$ cat config.mk
export PLATFORM = sky130hd
export DESIGN_NAME = y86_bus_arbiter_flat
export DESIGN_NICKNAME = d
export VERILOG_FILES = /design/src/rtl/y86_bus_arbiter_if.sv /design/src/rtl/y86_bus_arbiter.sv /design/src/flat_wrapper.sv
export SDC_FILE = /design/constraint.sdc
export NUM_CORES = 1
export LEC_CHECK = 0
export CAP_MARGIN = 20
export CORE_ASPECT_RATIO = 1.75
export CORE_UTILIZATION = 39
export DETAILED_ROUTE_END_ITERATION = 10
export PLACE_DENSITY = 0.78
export SETUP_SLACK_MARGIN = 0.15
export SLEW_MARGIN = 20
export SYNTH_ARGS = -nofsm -noshare
export SYNTH_HDL_FRONTEND = slang
export SYNTH_SLANG_ARGS = --single-unit
$ cat constraint.sdc
create_clock -name clk -period 1.6 [get_ports clk]
set_input_delay 0.16 -clock clk [delete_from_list [all_inputs] [get_ports clk]]
set_output_delay 0.16 -clock clk [all_outputs]
set_load 0.05 [all_outputs]
$ cat src/rtl/y86_bus_arbiter_if.sv
// y86_bus_arbiter_if
// Groups the signals of both requesters and the memory bus for
// y86_bus_arbiter.
//   requester side : m0_*/m1_* req, we, addr, wdata in; gnt, done, err out;
//                    shared rdata out
//   memory side    : bus_A, bus_out, bus_WE, bus_RE out; bus_in, bus_ready in
// Modport slave is the arbiter's view; modport master is the view of
// whatever drives the requesters and models the memory.
interface y86_bus_arbiter_if;
   logic        m0_req;
   logic        m0_we;
   logic [31:0] m0_addr;
   logic [31:0] m0_wdata;
   logic        m1_req;
   logic        m1_we;
   logic [31:0] m1_addr;
   logic [31:0] m1_wdata;
   logic        m0_gnt;
   logic        m1_gnt;
   logic        m0_done;
   logic        m1_done;
   logic        m0_err;
   logic        m1_err;
   logic [31:0] rdata;
   logic [31:0] bus_A;
   logic [31:0] bus_out;
   logic        bus_WE;
   logic        bus_RE;
   logic [31:0] bus_in;
   logic        bus_ready;

   modport slave (
      input  m0_req, m0_we, m0_addr, m0_wdata,
      input  m1_req, m1_we, m1_addr, m1_wdata,
      input  bus_in, bus_ready,
      output m0_gnt, m1_gnt, m0_done, m1_done, m0_err, m1_err, rdata,
      output bus_A, bus_out, bus_WE, bus_RE
   );

   modport master (
      output m0_req, m0_we, m0_addr, m0_wdata,
      output m1_req, m1_we, m1_addr, m1_wdata,
      output bus_in, bus_ready,
      input  m0_gnt, m1_gnt, m0_done, m1_done, m0_err, m1_err, rdata,
      input  bus_A, bus_out, bus_WE, bus_RE
   );
endinterface

$ cat src/rtl/y86_bus_arbiter.sv
// y86_bus_arbiter
// Two-requester round-robin arbiter in front of a single memory bus with a
// ready handshake and an access timeout.
//   clk : clock, all state changes on posedge
//   rst : synchronous active-low reset
//   io  : y86_bus_arbiter_if.slave (requester handshakes + memory bus)
// Parameter TIMEOUT (1..255): ACCESS cycles without bus_ready before the
// transaction is aborted with err.
//
// state  | meaning
// -------+---------------------------------------------------------------
// IDLE   | no owner; arbitrate among pending requests
// ACCESS | owner drives the bus with latched request, waits for bus_ready
// RESP   | one-cycle done/err pulse to owner; pointer updated
module y86_bus_arbiter #(
   parameter int unsigned TIMEOUT = 16
) (
   input logic               clk,
   input logic               rst,
   y86_bus_arbiter_if.slave  io
);

   localparam logic [1:0] ST_IDLE   = 2'd0;
   localparam logic [1:0] ST_ACCESS = 2'd1;
   localparam logic [1:0] ST_RESP   = 2'd2;

   // Terminal count: the TIMEOUT-th ACCESS cycle without ready aborts.
   localparam logic [7:0] WAIT_LAST = 8'(TIMEOUT - 1);

   logic [1:0]  state;
   logic        last_srv;
   logic        owner;
   logic        lat_we;
   logic [31:0] lat_addr;
   logic [31:0] lat_wdata;
   logic [7:0]  wait_cnt;
   logic [31:0] rdata_r;
   logic        resp_err;

   logic        any_req;
   logic        winner;
   logic        in_access;
   logic        in_resp;

   assign any_req = io.m0_req | io.m1_req;
   // On a tie the requester not served last wins; otherwise the lone one.
   assign winner  = (io.m0_req & io.m1_req) ? ~last_srv : io.m1_req;

   always_ff @(posedge clk) begin
      if (!rst) begin
         state     <= ST_IDLE;
         last_srv  <= 1'b1;
         owner     <= 1'b0;
         lat_we    <= 1'b0;
         lat_addr  <= 32'd0;
         lat_wdata <= 32'd0;
         wait_cnt  <= 8'd0;
         rdata_r   <= 32'd0;
         resp_err  <= 1'b0;
      end else begin
         case (state)
            ST_IDLE: begin
               if (any_req) begin
                  owner     <= winner;
                  lat_we    <= winner ? io.m1_we    : io.m0_we;
                  lat_addr  <= winner ? io.m1_addr  : io.m0_addr;
                  lat_wdata <= winner ? io.m1_wdata : io.m0_wdata;
                  wait_cnt  <= 8'd0;
                  state     <= ST_ACCESS;
               end
            end
            ST_ACCESS: begin
               // bus_ready wins over an expiring timeout in the same cycle.
               if (io.bus_ready) begin
                  if (!lat_we) begin
                     rdata_r <= io.bus_in;
                  end
                  resp_err <= 1'b0;
                  state    <= ST_RESP;
               end else begin
                  wait_cnt <= wait_cnt + 8'd1;
                  if (wait_cnt == WAIT_LAST) begin
                     resp_err <= 1'b1;
                     state    <= ST_RESP;
                  end
               end
            end
            ST_RESP: begin
               last_srv <= owner;
               state    <= ST_IDLE;
            end
            default: begin
               state <= ST_IDLE;
            end
         endcase
      end
   end

   assign in_access = (state == ST_ACCESS);
   assign in_resp   = (state == ST_RESP);

   assign io.m0_gnt  = in_access & ~owner;
   assign io.m1_gnt  = in_access &  owner;
   assign io.m0_done = in_resp & ~resp_err & ~owner;
   assign io.m1_done = in_resp & ~resp_err &  owner;
   assign io.m0_err  = in_resp &  resp_err & ~owner;
   assign io.m1_err  = in_resp &  resp_err &  owner;
   assign io.rdata   = rdata_r;

   assign io.bus_A   = in_access ? lat_addr  : 32'd0;
   assign io.bus_out = in_access ? lat_wdata : 32'd0;
   assign io.bus_WE  = in_access &  lat_we;
   assign io.bus_RE  = in_access & ~lat_we;

endmodule
$ cat src/flat_wrapper.sv
// flat-port wrapper written by rule: the top's interface ports become plain ports
module y86_bus_arbiter_flat 
#(
   parameter int unsigned TIMEOUT = 16
)
  (clk, rst, io_m0_req, io_m0_we, io_m0_addr, io_m0_wdata, io_m1_req, io_m1_we, io_m1_addr, io_m1_wdata, io_bus_in, io_bus_ready, io_m0_gnt, io_m1_gnt, io_m0_done, io_m1_done, io_m0_err, io_m1_err, io_rdata, io_bus_A, io_bus_out, io_bus_WE, io_bus_RE);
  y86_bus_arbiter_if io_i ();
  input logic clk;
  input logic rst;
  input wire logic [$bits(io_i.m0_req)-1:0] io_m0_req;
  input wire logic [$bits(io_i.m0_we)-1:0] io_m0_we;
  input wire logic [$bits(io_i.m0_addr)-1:0] io_m0_addr;
  input wire logic [$bits(io_i.m0_wdata)-1:0] io_m0_wdata;
  input wire logic [$bits(io_i.m1_req)-1:0] io_m1_req;
  input wire logic [$bits(io_i.m1_we)-1:0] io_m1_we;
  input wire logic [$bits(io_i.m1_addr)-1:0] io_m1_addr;
  input wire logic [$bits(io_i.m1_wdata)-1:0] io_m1_wdata;
  input wire logic [$bits(io_i.bus_in)-1:0] io_bus_in;
  input wire logic [$bits(io_i.bus_ready)-1:0] io_bus_ready;
  output wire logic [$bits(io_i.m0_gnt)-1:0] io_m0_gnt;
  output wire logic [$bits(io_i.m1_gnt)-1:0] io_m1_gnt;
  output wire logic [$bits(io_i.m0_done)-1:0] io_m0_done;
  output wire logic [$bits(io_i.m1_done)-1:0] io_m1_done;
  output wire logic [$bits(io_i.m0_err)-1:0] io_m0_err;
  output wire logic [$bits(io_i.m1_err)-1:0] io_m1_err;
  output wire logic [$bits(io_i.rdata)-1:0] io_rdata;
  output wire logic [$bits(io_i.bus_A)-1:0] io_bus_A;
  output wire logic [$bits(io_i.bus_out)-1:0] io_bus_out;
  output wire logic [$bits(io_i.bus_WE)-1:0] io_bus_WE;
  output wire logic [$bits(io_i.bus_RE)-1:0] io_bus_RE;
  assign io_i.m0_req = io_m0_req;
  assign io_i.m0_we = io_m0_we;
  assign io_i.m0_addr = io_m0_addr;
  assign io_i.m0_wdata = io_m0_wdata;
  assign io_i.m1_req = io_m1_req;
  assign io_i.m1_we = io_m1_we;
  assign io_i.m1_addr = io_m1_addr;
  assign io_i.m1_wdata = io_m1_wdata;
  assign io_i.bus_in = io_bus_in;
  assign io_i.bus_ready = io_bus_ready;
  assign io_m0_gnt = io_i.m0_gnt;
  assign io_m1_gnt = io_i.m1_gnt;
  assign io_m0_done = io_i.m0_done;
  assign io_m1_done = io_i.m1_done;
  assign io_m0_err = io_i.m0_err;
  assign io_m1_err = io_i.m1_err;
  assign io_rdata = io_i.rdata;
  assign io_bus_A = io_i.bus_A;
  assign io_bus_out = io_i.bus_out;
  assign io_bus_WE = io_i.bus_WE;
  assign io_bus_RE = io_i.bus_RE;
  y86_bus_arbiter #(.TIMEOUT(TIMEOUT)) u_core (.clk(clk), .rst(rst), .io(io_i));
endmodule
==> impl_metrics.tcl, run 1 <==
set metrics [dict create \
    synth_largest_area_cell "dfxtp_1" \
    cts_buffers 9 \
    pre_cts_ws_ns -0.228 \
    cellPowerDensity_nw_per_um2 814 \
    worst_ep_arrival_time_ns 1.57 \
    finalSetupViolCount 66 \
    hpwl_microns 12700 \
    viasPerCell 5.10 \
    status "finished with violations" \
    max-cap-violations 0 \
    power.leakage_nw 3.83 \
    clockBufferDepth 2 \
    tightest_slew_ns 0.437 \
    fin_ws_ns -0.130 \
    ys_seq_area_share_pct 44.9 \
    clock.fmax_mhz 578 \
    hp-class "input port to flop" \
    hold_buffers 0 \
    min_path_cells 3 \
    dr_wl_met3_microns 1260 \
    violations "setup timing" \
    synth_top_area_share_pct 44.9 \
    dr.pass1.iters 4 \
    final_cells 1034 \
    path_clk_slew_ns 0.08 \
    crit_path_max_fanout 8 \
    utilization_pct 79.1 \
    dr.max_layer_used "met4" \
    end_kind "output port" \
    reg2reg_depth 8 \
    synthTopCellsByArea "dfxtp_1 45%, mux2i_1 13%, nand2_1 11%, and2_1 8.4%, o21ai_0 6.8%" \
    wl_met2_microns 10400 \
    grt_pass1_vias 5125 \
    pin_count 271 \
    cts_tree "done" \
    wl_microns 18600 \
    core_area_sq_um 12100 \
    clock-root-buffer "clkbuf_16" \
    grt_pass1_wl_microns 24900 \
    required_ns 1.44 \
    fin_setup_tns_ns -6.49 \
    period_needed_ns 1.73 \
    antennaDiodeCount 0 \
    yosys.cell_types.count 35 \
    gp_congestion 0.879 \
    drv_slew 0 \
    worstSetupPathType "flop to output port" \
    ant_nets 0 \
    whs_ns 0.355 \
    hold_viol 0 \
    drc 0 \
    fin_crit_sh_pct 108 \
    antenna_found_initial 0 \
    area_growth_pct 95.8 \
    htree_levels 3 \
    yosysWarnings 0 \
    portBuffers 270 \
    ys_ff_latch 110 \
    start_kind "flop" \
    n_fill_cell 756 \
    slew_headroom_pct 70.8 \
    numClockSinks 110 \
    syn_inst 573 \
    grt_max_degree 36 \
    irDropWorstVdd_v 0.000557 \
    chipHeight_microns 150 \
    die-area_sq_um 13000 \
    syn_nets 741 \
    track_usage_pct 25.1 \
    num_vias 5272 \
    drt-met1-wl_microns 5850 \
    finalNetCount 1032 \
    num_rows 53 \
    drive_above_1_share_pct 29.9 \
    detail_route.wl_per_cell_microns 18.0 \
    grt_overflow 0 \
    syn_area_per_cell_sq_um 8.56 \
    worst_skew_pair.late_latency_ns 0.35 \
    fp.dieW_microns 86.8 \
    finClkSkew_ns 0.0103 \
    initial_core_util_pct 40.4 \
    drt_iter0_markers 181 \
    place_inst 996 \
    syn_area_sq_um 4900 \
    rsz0062_at_grt "true" \
]
## where the power goes
part / internal [W] / switching, W / total, W
logic: 0.00124 / 0.00108 / 0.00232
clock network: 0.00138 / 0.00106 / 0.00244
registers: 0.00294 / 0.000126 / 0.00306
## per-layer routing
layer,global-route usage (%),up-vias
met5,0,-
met2,50.0,261
met4,14.0,0
met1,22.2,2445
met3,6.09,73
li1,-,2493
## through the flow
stage,area (sq um),total power (W)
2_1_floorplan,4950,0.00400
3_3_place_gp,8660,0.00506
3_5_place_dp,8660,0.00511
4_1_cts,9130,0.00762
5_1_grt,9600,0.00811
6_report,9600,0.00782
## cells in the mapped netlist, drive strengths merged
library cell / count
o21ai: 67
and2: 66
clkbuf: 23
a21o: 1
nand3b: 2
nand2b: 2
o31a: 1
nand3: 4
nor3b: 1
and2b: 1
nor3: 4
a22oi: 2
buf: 15
nor2b: 4
and3: 1
nor4: 2
or3: 1
or4: 1
a21oi: 4
dfxtp: 110
nand2: 138
a21boi: 33
mux2i: 66
o211a: 1
or2: 1
and4: 1
a311oi: 1
nor2: 14
xnor2: 4
nand4: 1
ha: 1
## kinds of logic after synthesis
| logic type | count (synthesis) | synth area share (%) |
|---|---|---|
| AO/OA/AOI/OAI | 110 | 13.3 |
| XOR/XNOR | 4 | 0.714 |
| adder cells (fa/ha/maj) | 1 | 0.255 |
| buffers and inverters | 38 | 3.88 |
| flip-flops | 110 | 44.9 |
| multiplexers | 66 | 13.5 |
| AND/OR/NAND/NOR | 244 | 23.5 |
## flip-flops by register name, summed over array words and instances (netlist names)
register,count
u_core.io.rdata,32
u_core.last_srv,1
u_core.lat_addr,32
u_core.lat_wdata,32
u_core.lat_we,1
u_core.owner,1
u_core.resp_err,1
u_core.state,2
u_core.wait_cnt,8
## worst max-delay path, cell delays in order, from the launching register on
cell	delay [ns]
dfxtp_4	0.34
and2b_4	0.29
buf_12	0.14
clkbuf_16	0.16
and2_4	0.15
buf_12	0.13
## timing repair
item                       in CTS  in global routing
gates cloned                    1                  9
buffers inserted                2                 10
setup endpoints to repair      76                173
gates resized for setup        52                 57
pin swaps                       7                 33
## cell type report
class / instances / area, sq um / area share [%]
sequential: 110 / 2210 / 23.0
tap: 165 / 206 / 2.15
timing repair buffer: 318 / 4040 / 42.1
clock inverter: 7 / 95.1 / 0.990
clock buffer: 9 / 225 / 2.35
multi-input combinational: 425 / 2820 / 29.4
## cells in the final DEF (no fill, tap or decap), types with 8 or more instances in the layout
cell type        instances
dfxtp_1                106
and2_4                  66
clkdlybuf4s50_1        165
clkbuf_16               16
nand2_1                137
buf_4                   53
mux2i_1                 66
buf_12                  86
a21boi_1                27
o21ai_0                 65
nor2_1                   8
## final timing paths
kind                                    startpoint                                to  slack, ns
setup reg to reg      u_core.state[1]$_SDFFE_PN0P_  u_core.io.rdata[16]$_SDFFE_PN0P_       0.03
hold / removal                       io_bus_in[28]  u_core.io.rdata[28]$_SDFFE_PN0P_       0.35
setup / recovery      u_core.state[1]$_SDFFE_PN0P_                      io_bus_A[30]      -0.13
hold reg to reg   u_core.io.rdata[19]$_SDFFE_PN0P_  u_core.io.rdata[19]$_SDFFE_PN0P_       0.46
(Power assumes the default switching activity.)
==> inputs of run 2 (changes only) <==
Settings changed: CTS_CLUSTER_SIZE set to 28, SETUP_SLACK_MARGIN 0.15 to not set.
==> run 2 against run 1 <==
The run still ends with setup timing left. First-iteration DRC count down 5.0%. Sequential share of layout area rose by 0.69 points. Cell area fell by 3.1%. Sequential power barely moved. Die area unchanged. Worst hold slack better by 0.014 ns. Sequential cell count unchanged. Clock power decreased by 6%. Critical path type unchanged.
==> impl_metrics.tcl, run 2 (synthesized netlist as in run 1, its figures left out) <==
set metrics [dict create \
    max-cap-violations 0 \
    violations "setup timing" \
    fp.dieW_microns 86.8 \
    hpwl_microns 12200 \
    path_clk_slew_ns 0.08 \
    power_frac_seq_pct 40.5 \
    grt_overflow 0 \
    chipHeight_microns 150 \
    finalSetupViolCount 66 \
    grt_max_degree 49 \
    drv_slew 0 \
    finClkSkew_ns 0.00824 \
    power_switching_w 0.00217 \
    pin_count 271 \
    fin_ws_ns -0.117 \
    dr.pass1.iters 4 \
    clock-root-buffer "clkbuf_16" \
    status "finished with violations" \
    antenna_found_initial 0 \
    design_area_sq_um 9300 \
    ant_nets 0 \
    detail_route.wl_per_cell_microns 16.3 \
    numClockSinks 110 \
    gp_congestion 0.829 \
    end_kind "output port" \
    start_kind "flop" \
    power_frac_clock_pct 30.5 \
    clockBufferDepth 2 \
    power.leakage_nw 3.70 \
    drc 0 \
    irDropWorstVdd_v 0.000663 \
    period_needed_ns 1.72 \
    worst_ep_arrival_time_ns 1.56 \
    cellPowerDensity_nw_per_um2 811 \
    grt_pass1_vias 5216 \
    grt_pass1_wl_microns 25200 \
    worst_skew_pair.late_latency_ns 0.34 \
    swShare_pct 28.8 \
    portBuffers 270 \
    power.internal_w 0.00537 \
    fin_crit_sh_pct 107 \
    hold_buffers 0 \
    wl_microns 16600 \
    viasPerCell 4.92 \
    finalNetCount 1016 \
    cts_buffers 9 \
    worstSetupPathType "flop to output port" \
    multiInputGateArea_sq_um 2750 \
    slew_headroom_pct 71.7 \
    final_cell_mix "166 x clkdlybuf4s50_1, 137 x nand2_1, 108 x dfxtp_1, 81 x buf_12, 67 x o21ai_0" \
    required_ns 1.44 \
    track_usage_pct 25.1 \
    die-area_sq_um 13000 \
    clock.fmax_mhz 582 \
    rsz0062_at_grt "true" \
    area_growth_pct 89.7 \
    num_rows 53 \
    htree_levels 3 \
    core_area_sq_um 12100 \
    hold_viol 0 \
    n_fill_cell 815 \
    regArea_sq_um 2210 \
    fin_setup_tns_ns -5.89 \
    cts_tree "done" \
    drive_above_1_share_pct 27.3 \
    combPwrFrac_pct 29.0 \
    final_common_cell "clkdlybuf4s50_1" \
    num_vias 5011 \
    tightest_slew_ns 0.421 \
    dpl_cell_area_sq_um 8580 \
    crit_path_max_fanout 14 \
    whs_ns 0.369 \
    hp-class "input port to flop" \
    antennaDiodeCount 0 \
    initial_core_util_pct 40.4 \
    drt_iter0_markers 172 \
]
[run 2: cell count changes in the layout (fill, tap and decap cells not counted), moves of 3 or more]
cell / previous run / this run
buf_4: 53 / 48
buf_6: 4 / 0
buf_12: 86 / 81
clkbuf_16: 16 / 11
a21boi_1: 27 / 30
buf_16: 1 / 5
[run 2: power by group through the flow]
| stage | combinational, W | sequential [W] | clock [W] |
|---|---|---|---|
| after detailed placement | 0.00197 | 0.00310 | 0 |
| after floorplan | 0.000795 | 0.00320 | 0 |
| final | 0.00219 | 0.00305 | 0.00230 |
| after global routing | 0.00231 | 0.00307 | 0.00246 |
| after CTS | 0.00216 | 0.00305 | 0.00236 |
| after global placement | 0.00193 | 0.00309 | 0 |
[run 2: metal layers]
metal  vias up  routed length, microns  GRT usage [%]
met5         -                       0              0
met4         0                     634           10.3
met3        33                    1050           5.98
met2       217                    9280           51.0
met1      2303                    5650           23.0
li1       2458                       -              -
[run 2: worst max-delay path, stage by stage (launching register included)]
cell	delay, ns
dfxtp_2	0.33
and2b_4	0.28
buf_12	0.15
clkbuf_16	0.17
and2_4	0.16
buf_12	0.13
[run 2: stage by stage]
step | setup WS [ns] | cells | util (%) | power, W
3_5_place_dp | -0.196 | 992 | 70.7 | 0.00507
6_report | -0.117 | 1018 | 76.7 | 0.00755
2_1_floorplan | 0.0557 | 573 | - | 0.00400
4_1_cts | -0.108 | 1016 | 76.0 | 0.00756
5_1_grt | -0.153 | 1018 | 76.7 | 0.00785
3_3_place_gp | -0.113 | 992 | 70.7 | 0.00502
[run 2: final cells by class]
class                   instances  share of cell area, %
well taps                     165                   2.22
clock buffers                  10                   2.57
multi-input cells             425                   29.6
repair buffers                302                   41.2
flip-flops and latches        110                   23.7
clock inverters                 6                  0.740
[run 2: worst paths after layout]
check,start,end,slack [ns],cells after the start
worst max-delay path,u_core.state[1]$_SDFFE_PN0P_,io_bus_out[0],-0.12,5
worst min-delay path,io_bus_in[27],u_core.io.rdata[27]$_SDFFE_PN0P_,0.37,3
worst max register to register,u_core.state[1]$_SDFFE_PN0P_,u_core.io.rdata[2]$_SDFFE_PN0P_,0.07,7
worst min register to register,u_core.io.rdata[1]$_SDFFE_PN0P_,u_core.io.rdata[1]$_SDFFE_PN0P_,0.46,2
[run 2: what timing repair did]
action / CTS / global route
cloned: 3 / 2
gates resized for setup: 80 / 10
pin swaps: 14 / 6
setup endpoints to repair: 70 / 73
buffers inserted: 5 / 0
==> inputs of run 3 (changes only) <==
Settings changed: CORE_ASPECT_RATIO 1.75 to not set, SLEW_MARGIN 20 to not set.
==> run 3 against run 2 <==
The flow still finishes with violations (setup timing). Power decreased by 3.1%. Largest power group unchanged. Maximum frequency up 0.62%. Largest cell class unchanged. Non-clock buffer count shrank 6. First-iteration DRC count increased by 42%. Die area decreased by 0.13%. Clock skew grew 0.00077 ns.
==> impl_metrics.tcl, run 3 (synthesized netlist as in run 1, its figures left out) <==
set metrics [dict create \
    area_growth_pct 84.8 \
    pin_count 271 \
    ant_nets 0 \
    utilization_pct 74.8 \
    rsz0062_at_grt "true" \
    fin_crit_sh_pct 107 \
    combPwrFrac_pct 28.3 \
    crit_path_max_fanout 8 \
    final_cell_mix "166 x clkdlybuf4s50_1, 138 x nand2_1, 108 x dfxtp_1, 83 x buf_12, 67 x o21ai_0" \
    violations "setup timing" \
    grt_overflow 0 \
    regToRegStartpoint "u_core.state[1]$_SDFFE_PN0P_" \
    hold_viol 0 \
    tightest_slew_ns 0.352 \
    cts_buffers 9 \
    end_kind "output port" \
    dr.pass1.iters 5 \
    gp_congestion 0.844 \
    antennaDiodeCount 0 \
    max-cap-violations 0 \
    n_fill_cell 853 \
    detail_route.wl_per_cell_microns 16.2 \
    num_rows 40 \
    path_clk_slew_ns 0.07 \
    track_usage_pct 24.1 \
    numClockSinks 110 \
    initial_core_util_pct 40.5 \
    chipHeight_microns 114 \
    finClkSkew_ns 0.00902 \
    period_needed_ns 1.71 \
    num_vias 5038 \
    swShare_pct 28.4 \
    power_frac_clock_pct 30.0 \
    irDropWorstVdd_v 0.000465 \
    cts_tree "done" \
    power.leakage_nw 3.59 \
    power.internal_w 0.00524 \
    power_switching_w 0.00208 \
    hp-class "input port to flop" \
    design_area_sq_um 9060 \
    viasPerCell 4.97 \
    drt_iter0_markers 245 \
    fp.dieW_microns 114 \
    hp-start "io_bus_in[17]" \
    clockBufferDepth 2 \
    hpwl_microns 12200 \
    cp-startpoint "u_core.state[1]$_SDFFE_PN0P_" \
    grt_pass1_vias 5068 \
    core_area_sq_um 12100 \
    clock-root-buffer "clkbuf_16" \
    worst_ep_arrival_time_ns 1.55 \
    place_inst 994 \
    clock.fmax_mhz 586 \
    die-area_sq_um 13000 \
    required_ns 1.44 \
    whs_ns 0.369 \
    drive_above_1_share_pct 22.7 \
    portBuffers 270 \
    start_kind "flop" \
    grt_pass1_wl_microns 24300 \
    finalSetupViolCount 67 \
    htree_levels 3 \
    final_cells 1014 \
    worstSetupPathType "flop to output port" \
    cellPowerDensity_nw_per_um2 807 \
    wl_microns 16400 \
    worst_skew_pair.late_latency_ns 0.35 \
    drv_slew 0 \
    fin_ws_ns -0.106 \
    final_common_cell "clkdlybuf4s50_1" \
    power_frac_seq_pct 41.7 \
    grt_max_degree 46 \
    antenna_found_initial 0 \
    status "finished with violations" \
    drc 0 \
    dpl_cell_area_sq_um 8580 \
    p_total_w 0.00731 \
    finalNetCount 1010 \
    slew_headroom_pct 76.3 \
]
[run 3: cell count changes in the layout (fill, tap and decap cells not counted), moves of 2 or more]
cell	previous run	this run
buf_12	81	83
buf_16	5	0
clkbuf_1	0	2
and2_4	66	37
nor2_1	10	12
clkbuf_8	1	4
and2_2	0	2
a21boi_0	2	5
nor2_4	3	0
inv_6	2	0
buf_4	48	44
a21boi_1	30	27
and2_1	0	27
[run 3: metrics by stage]
step / TNS, ns / setup slack (ns)
finish: -5.74 / -0.106
global route: -8.93 / -0.150
CTS: -5.29 / -0.106
detailed placement: -5.99 / -0.175
global placement: -1.75 / -0.0409
floorplan: 0 / 0.0557
[run 3: worst paths after layout]
path,endpoint,slack (ns),depth (start not counted)
setup / recovery,io_bus_A[14],-0.11,5
hold / removal,u_core.io.rdata[17]$_SDFFE_PN0P_,0.37,3
hold reg to reg,u_core.lat_addr[30]$_SDFFE_PN0P_,0.44,2
setup reg to reg,u_core.lat_addr[4]$_SDFFE_PN0P_,0.07,5
[run 3: per-layer routing]
metal	up-vias	wire, microns	global-route usage, %	part of all wire, %
li1	2446	-	-	-
met1	2330	6060	24.4	37
met2	227	8260	43.8	50
met3	35	1570	8.84	9.5
met4	0	514	11.1	3.1
met5	-	0	0	0
[run 3: critical path: stages, from the launching register on]
cell and delay (ns):
dfxtp_4 0.35, and2b_4 0.28, buf_12 0.13, buf_12 0.13, and2_4 0.17, buf_12 0.13
[run 3: repair_timing]
| item | CTS | global route |
|---|---|---|
| resized for setup | 38 | 7 |
| pin swaps | 2 | 21 |
| hold buffers | 0 | 0 |
| setup endpoints to repair | 69 | 68 |
| gates cloned | 0 | 3 |
| buffers inserted | 0 | 2 |
[run 3: cell type report]
| cell class | count | area, sq um | area share (%) |
|---|---|---|---|
| tap | 168 | 210 | 2.32 |
| multi-input combinational | 425 | 2640 | 29.1 |
| timing repair buffer | 296 | 3720 | 41.0 |
| clock buffer | 15 | 288 | 3.18 |
| sequential | 110 | 2210 | 24.4 |
[run 3: power groups by stage]
stage | Combinational [W] | Clock [W] | Sequential (W)
2_1_floorplan | 0.000795 | 0 | 0.00320
3_3_place_gp | 0.00193 | 0 | 0.00309
3_5_place_dp | 0.00197 | 0 | 0.00310
4_1_cts | 0.00201 | 0.00223 | 0.00305
5_1_grt | 0.00218 | 0.00235 | 0.00307
6_report | 0.00207 | 0.00219 | 0.00305
